### src/rtl/jpeg_decoder_axi_pkg.sv
// Shared constants for the decoder AXI write path: FSM encoding, AXI field values
// and the 4KB page helper used when sizing bursts.
package jpeg_decoder_axi_pkg;

  localparam logic [2:0] ST_IDLE = 3'd0;
  localparam logic [2:0] ST_CALC = 3'd1;
  localparam logic [2:0] ST_ADDR = 3'd2;
  localparam logic [2:0] ST_DATA = 3'd3;
  localparam logic [2:0] ST_RESP = 3'd4;

  localparam logic [1:0] AXI_BURST_INCR = 2'b01;
  localparam logic [2:0] AXI_SIZE_4B    = 3'b010;
  localparam logic [1:0] AXI_RESP_OKAY  = 2'b00;
  localparam int unsigned PAGE_BYTES    = 4096;

  // Word beats left before the next 4KB page; the address is always word aligned.
  function automatic logic [10:0] beats_to_page_end(input logic [11:0] addr_low);
    logic [12:0] bytes_left;
    bytes_left = 13'(PAGE_BYTES) - {1'b0, addr_low};
    return bytes_left[12:2];
  endfunction

endpackage

### src/rtl/jpeg_decoder_axi_burst_calc.sv
// Combinational burst sizing: the smallest of words remaining, MAX_BURST and the
// beats left before the 4KB page boundary.
module jpeg_decoder_axi_burst_calc
  import jpeg_decoder_axi_pkg::*;
#(
  parameter int unsigned MAX_BURST = 16
) (
  input  logic [23:0] remain,
  input  logic [11:0] addr_low,
  output logic [8:0]  len
);

  logic [23:0] page_beats;
  logic [23:0] max_beats;
  logic [23:0] lim_a;
  logic [23:0] lim_b;

  always_comb begin
    page_beats = {13'd0, beats_to_page_end(addr_low)};
    max_beats  = 24'(MAX_BURST);
    lim_a      = (remain < max_beats) ? remain : max_beats;
    lim_b      = (page_beats < lim_a) ? page_beats : lim_a;
    len        = lim_b[8:0];
  end

endmodule

### src/rtl/jpeg_decoder_axi_writer.sv
// Drains the decoder output FIFO into memory as AXI4 INCR write bursts, one burst
// outstanding at a time, never crossing a 4KB page.
module jpeg_decoder_axi_writer
  import jpeg_decoder_axi_pkg::*;
#(
  parameter int unsigned MAX_BURST = 16,
  parameter logic [3:0]  AXI_ID    = 4'd0
) (
  input  logic        clk_i,
  input  logic        rst_i,
  input  logic        start_i,
  input  logic [31:0] base_addr_i,
  input  logic [23:0] length_i,
  input  logic [31:0] fifo_data_i,
  input  logic        fifo_valid_i,
  input  logic [10:0] fifo_level_i,
  output logic        fifo_pop_o,
  output logic        awvalid_o,
  input  logic        awready_i,
  output logic [31:0] awaddr_o,
  output logic [3:0]  awid_o,
  output logic [7:0]  awlen_o,
  output logic [1:0]  awburst_o,
  output logic [2:0]  awsize_o,
  output logic        wvalid_o,
  input  logic        wready_i,
  output logic [31:0] wdata_o,
  output logic [3:0]  wstrb_o,
  output logic        wlast_o,
  input  logic        bvalid_i,
  output logic        bready_o,
  input  logic [1:0]  bresp_i,
  output logic        busy_o,
  output logic        done_o,
  output logic        error_o
);

  logic [2:0]  state_reg;
  logic [31:0] addr_reg;
  logic [23:0] remain_reg;
  logic [7:0]  awlen_reg;
  logic [7:0]  beat_reg;
  logic        error_reg;
  logic        done_reg;
  logic [8:0]  calc_len;
  logic [8:0]  burst_len;
  logic        in_data;

  jpeg_decoder_axi_burst_calc #(.MAX_BURST(MAX_BURST)) u_burst_calc (
    .remain   (remain_reg),
    .addr_low (addr_reg[11:0]),
    .len      (calc_len)
  );

  // Beat count is kept as awlen so reset leaves awlen_o at 0 instead of 0xFF.
  assign burst_len = {1'b0, awlen_reg} + 9'd1;
  assign in_data   = (state_reg == ST_DATA);

  assign awvalid_o  = (state_reg == ST_ADDR);
  assign awaddr_o   = addr_reg;
  assign awid_o     = AXI_ID;
  assign awlen_o    = awlen_reg;
  assign awburst_o  = AXI_BURST_INCR;
  assign awsize_o   = AXI_SIZE_4B;
  assign wvalid_o   = in_data & fifo_valid_i;
  assign wdata_o    = in_data ? fifo_data_i : 32'd0;
  assign wstrb_o    = 4'hF;
  assign wlast_o    = in_data && (beat_reg == awlen_reg);
  assign fifo_pop_o = wvalid_o & wready_i;
  assign bready_o   = (state_reg == ST_RESP);
  assign busy_o     = (state_reg != ST_IDLE);
  assign done_o     = done_reg;
  assign error_o    = error_reg;

  always_ff @(posedge clk_i or posedge rst_i) begin
    if (rst_i) begin
      state_reg  <= ST_IDLE;
      addr_reg   <= 32'd0;
      remain_reg <= 24'd0;
      awlen_reg  <= 8'd0;
      beat_reg   <= 8'd0;
      error_reg  <= 1'b0;
      done_reg   <= 1'b0;
    end else begin
      done_reg <= 1'b0;
      case (state_reg)
        ST_IDLE: begin
          if (start_i) begin
            addr_reg   <= {base_addr_i[31:2], 2'b00};
            remain_reg <= length_i;
            error_reg  <= 1'b0;
            if (length_i == 24'd0) done_reg <= 1'b1;
            else state_reg <= ST_CALC;
          end
        end
        ST_CALC: begin
          // Only issue AW once the whole burst is already in the FIFO.
          if ({2'b00, calc_len} <= fifo_level_i) begin
            awlen_reg <= 8'(calc_len - 9'd1);
            beat_reg  <= 8'd0;
            state_reg <= ST_ADDR;
          end
        end
        ST_ADDR: begin
          if (awready_i) state_reg <= ST_DATA;
        end
        ST_DATA: begin
          if (fifo_pop_o) begin
            beat_reg <= beat_reg + 8'd1;
            if (beat_reg == awlen_reg) state_reg <= ST_RESP;
          end
        end
        ST_RESP: begin
          if (bvalid_i) begin
            if (bresp_i != AXI_RESP_OKAY) error_reg <= 1'b1;
            addr_reg   <= addr_reg + {21'd0, burst_len, 2'b00};
            remain_reg <= remain_reg - {15'd0, burst_len};
            if (remain_reg == {15'd0, burst_len}) begin
              state_reg <= ST_IDLE;
              done_reg  <= 1'b1;
            end else begin
              state_reg <= ST_CALC;
            end
          end
        end
        default: state_reg <= ST_IDLE;
      endcase
    end
  end

endmodule
### config.mk
export PLATFORM = sky130hd
export DESIGN_NAME = jpeg_decoder_axi_writer
export DESIGN_NICKNAME = d
export VERILOG_FILES = /design/src/rtl/jpeg_decoder_axi_pkg.sv /design/src/rtl/jpeg_decoder_axi_burst_calc.sv /design/src/rtl/jpeg_decoder_axi_writer.sv
export SDC_FILE = /design/constraint.sdc
export NUM_CORES = 1
export LEC_CHECK = 0
export ABC_AREA = 1
export CELL_PAD_IN_SITES_DETAIL_PLACEMENT = 0
export CELL_PAD_IN_SITES_GLOBAL_PLACEMENT = 1
export CORE_MARGIN = 10
export CORE_UTILIZATION = 33
export DETAILED_ROUTE_END_ITERATION = 6
export HOLD_SLACK_MARGIN = 0.1
export PLACE_DENSITY_LB_ADDON = 0.12
export SYNTH_ARGS = -nofsm -noshare
export SYNTH_HDL_FRONTEND = slang
export SYNTH_SLANG_ARGS = --single-unit
### constraint.sdc
create_clock -name clk_i -period 5.3 [get_ports clk_i]
set_input_delay 1.06 -clock clk_i [delete_from_list [all_inputs] [get_ports clk_i]]
set_output_delay 1.06 -clock clk_i [all_outputs]
set_load 0.03 [all_outputs]
==> impl_metrics.toml <==
[setup_path]
slowest_delay_ps = 390
crit_arrival_ps = 4980
crit_top_cell = "nand2_1"
timing.critical_path.buf_inv = 7
slowest_stage = "dfrtp_1"
critPathMaxFanout = 11
start_kind = "flip-flop"
worst-setup-path-type = "flip-flop to flip-flop"
cp.required_ps = 5520
end_kind = "flip-flop"
path_delay_family = "simple AND/OR/NAND/NOR gates"

[global_routing]
grt_antenna_before_repair = 0
grt_max_degree = 73
grt_use_total_pct = 16.47
grt_pass1_vias = 6913
grt_pass1_wl_um = 35420
overflow = 0

[sta]
whs_ps = 525.0
relSlewSlack_pct = 33.69
fin_skew_ps = 7.903
finalMaxSlewViolations = 0
tightestPinTransition_ps = 993.6
setup-violations-final = 0
timing.fmax_mhz = 210.5
hold_viol_final = 0
timing.final.crit_period_ps = 4751
rsz0062_at_grt = "no"
fin_ws_ps = 549.0
fin_crit_sh_pct = 89.64
fin_tns_setup_ps = 0

[yosys]
ys_types = 47
ys_ff_latch = 75
synth-seq-area-share_pct = 27.97
syn-cell-area_sq_um = 6710
synthFlopType = "dfrtp_1"
async_reset_ff_share_pct = 100.0
yosysWarnings = 0
synth-edff-count = 0
avgSynthCellArea_sq_um = 6.598
netlist_instances = 1017

[pwr]
p_per_area_nw_per_um2 = 594.6
leakagePower_nw = 4.372
p_sw_mw = 2.839
pwr-share-clk_pct = 11.7
vdd_ir_drop_max_mv = 0.2316
swShare_pct = 52.48
seqPwrFrac_pct = 21.1
comb_power_share_pct = 67.3
power.internal_mw = 2.571

[cts]
cts_resized = 0
clock_sinks = 75
cts_setup_buffers = 0
clkLatencyLatePin_ps = 350
h-tree-depth = 3
cts_buffer_depth = 2
cts_tree = "built"
cts_made_buffers = 9
cts.clk_slew.worst_paths_ps = 60
cts_root_buf = "clkbuf_16"
hold_buffers = 0

[final_layout]
fill_cells = 2152
nNetsFinal = 1345
layout-drive-gt1-share_pct = 5.509
diodes = 0
area_delta_synth_final_pct = 35.61
largest_reg_flops = 30
final_cells = 1468

[floorplanning]
coreArea_sq_um = 20100
initial_utilization_pct = 33.38
std_cell_rows = 52
dieArea_sq_um = 26440
dieWidth_um = 162.6
num_io_pins = 201
die_y_um = 162.6

[placement]
place_ws_ps = 554.7
port_buffers = 183
place_congestion = 0.8195
dp_cells = 1452
dp_hpwl_um = 16920

[run]
cap_violations = 0

[drt]
drt-pass1-iter-count = 4
first_iter_violations = 253
via_per_inst = 4.587
drtAntennaViolNets = 0
drc_errors = 0
wl_per_cell_um = 14.79
via_count = 6733
drt-total-wl_um = 21710

[min_path]
hp-class = "flip-flop to flip-flop"

[run_status]
status = "completed"
==> cell families (layout without fill, tap and decap cells) <==
family / count (synthesis) / in the layout / synth area share, %
AND/OR/NAND/NOR: 428 / 428 / 27.52
buffers and inverters: 232 / 394 / 13.84
AO/OA/AOI/OAI: 187 / 187 / 15.74
flip-flops: 75 / 75 / 27.97
XOR/XNOR: 49 / 49 / 6.396
adder cells (fa/ha/maj): 44 / 44 / 8.428
other: 2 / 21 / 0.1119
==> layer usage <==
metal | routed length (um) | vias up | share of wire (%) | global-route usage (%)
li1 | - | 3568 | - | -
met1 | 9997 | 2998 | 46 | 20.37
met2 | 9726 | 159 | 45 | 26.99
met3 | 1847 | 8 | 8.5 | 5.789
met4 | 133 | 0 | 0.61 | 3.689
met5 | 0 | - | 0 | 0
==> cells in the final DEF, fill, tap and decap left out, types with 2 or more instances in the layout <==
cell / Yosys / routed
nand2_1: 188 / 188
clkdlybuf4s50_1: 0 / 183
inv_1: 179 / 178
nor2_1: 127 / 125
o21ai_0: 88 / 88
dfrtp_1: 75 / 75
nand3_1: 45 / 45
a21oi_1: 43 / 43
ha_1: 42 / 42
xor2_1: 41 / 41
conb_1: 2 / 21
nand4_1: 17 / 17
nor3_1: 13 / 13
nor2_2: 11 / 11
o211ai_1: 10 / 10
clkbuf_16: 0 / 9
buf_4: 15 / 9
xnor2_1: 8 / 8
inv_2: 7 / 7
a31oi_1: 7 / 7
o21ai_1: 7 / 7
or2_2: 6 / 6
o22ai_1: 6 / 6
nor4_1: 5 / 5
o31ai_1: 5 / 5
nand2_2: 5 / 5
nor2_4: 2 / 4
o221ai_1: 4 / 4
o21ai_2: 3 / 3
clkinvlp_4: 0 / 3
a21o_1: 2 / 2
a22oi_1: 2 / 2
a211oi_1: 2 / 2
nand3_2: 2 / 2
nand2_4: 2 / 2
nand3b_1: 2 / 2
a21boi_1: 2 / 2
clkinv_2: 0 / 2
fa_1: 2 / 2
==> synth_stat cells (all sizes together) (2+ instances only) <==
cell    number  area share (%)
nand4       17             1.6
xnor2        8             1.0
nor3        13            0.97
o221ai       4            0.52
a211oi       2            0.22
o211ai      10             1.1
nand2      195              11
nand3b       2            0.22
inv        186              10
o22ai        6            0.56
or2          8            0.75
a22oi        2            0.22
dfrtp       75              28
clkbuf      23             1.3
conb         2            0.11
a31oi        7            0.65
o21ai       98             7.5
xor2        41             5.4
a21oi       44             3.3
nor4         5            0.47
nand3       47             3.7
buf         23             2.1
o31ai        5            0.56
a21boi       2            0.22
nor2       140             8.5
a21o         2            0.22
ha          42             7.8
fa           2            0.60
==> final timing paths <==
path / to / slack (ps) / cells past startpoint / startpoint
worst max-delay path: beat_reg[1]$_DFFE_PP0P_ / 550 / 34 / remain_reg[14]$_DFFE_PP0P_
worst min-delay path: remain_reg[5]$_DFFE_PP0P_ / 530 / 2 / remain_reg[5]$_DFFE_PP0P_
worst max register to register: beat_reg[1]$_DFFE_PP0P_ / 550 / 34 / remain_reg[14]$_DFFE_PP0P_
worst min register to register: remain_reg[5]$_DFFE_PP0P_ / 530 / 2 / remain_reg[5]$_DFFE_PP0P_
max in group asynchronous: beat_reg[0]$_DFFE_PP0P_ / 3190 / 3 / rst_i
min in group asynchronous: awaddr_o[18]$_DFFE_PP0P_ / 1140 / 2 / rst_i
==> worst register-to-register path, delay by kind of cell (launching register included) <==
family                   cells  cell delay [ps]
AND/OR/NAND/NOR             18             1870
AO/OA/AOI/OAI                7             1060
buffers and inverters        7              690
adder cells (fa/ha/maj)      2              610
flip-flops                   1              390
==> stage by stage <==
stage	util [%]	total power, mW	cell area (sq um)
finish	45.26	5.411	9100
global route	45.26	5.987	9100
CTS	45.26	5.477	9100
detailed placement	43.80	4.812	8805
global placement	43.80	4.803	8805
floorplan	-	3.634	6782
==> final cells by class <==
class                           count  area, sq um  share of cell area (%)
Inverter                          186        699.4                   7.686
Timing Repair Buffer              192         1899                   20.87
Multi-Input combinational cell    729         3991                   43.86
Tap cell                          270        337.8                   3.712
Clock inverter                      6        66.31                  0.7287
Sequential cell                    75         1877                   20.62
Clock buffer                       10        229.0                   2.516
==> power by group through the flow <==
stage	sequential (mW)	combinational [mW]	clock, mW
2_1_floorplan	1.34	2.29	0
3_3_place_gp	1.15	3.66	0
3_5_place_dp	1.15	3.66	0
4_1_cts	1.14	3.69	0.647
5_1_grt	1.18	4.14	0.669
6_report	1.14	3.64	0.631
No activity file was read; power rests on OpenSTA's default activity.
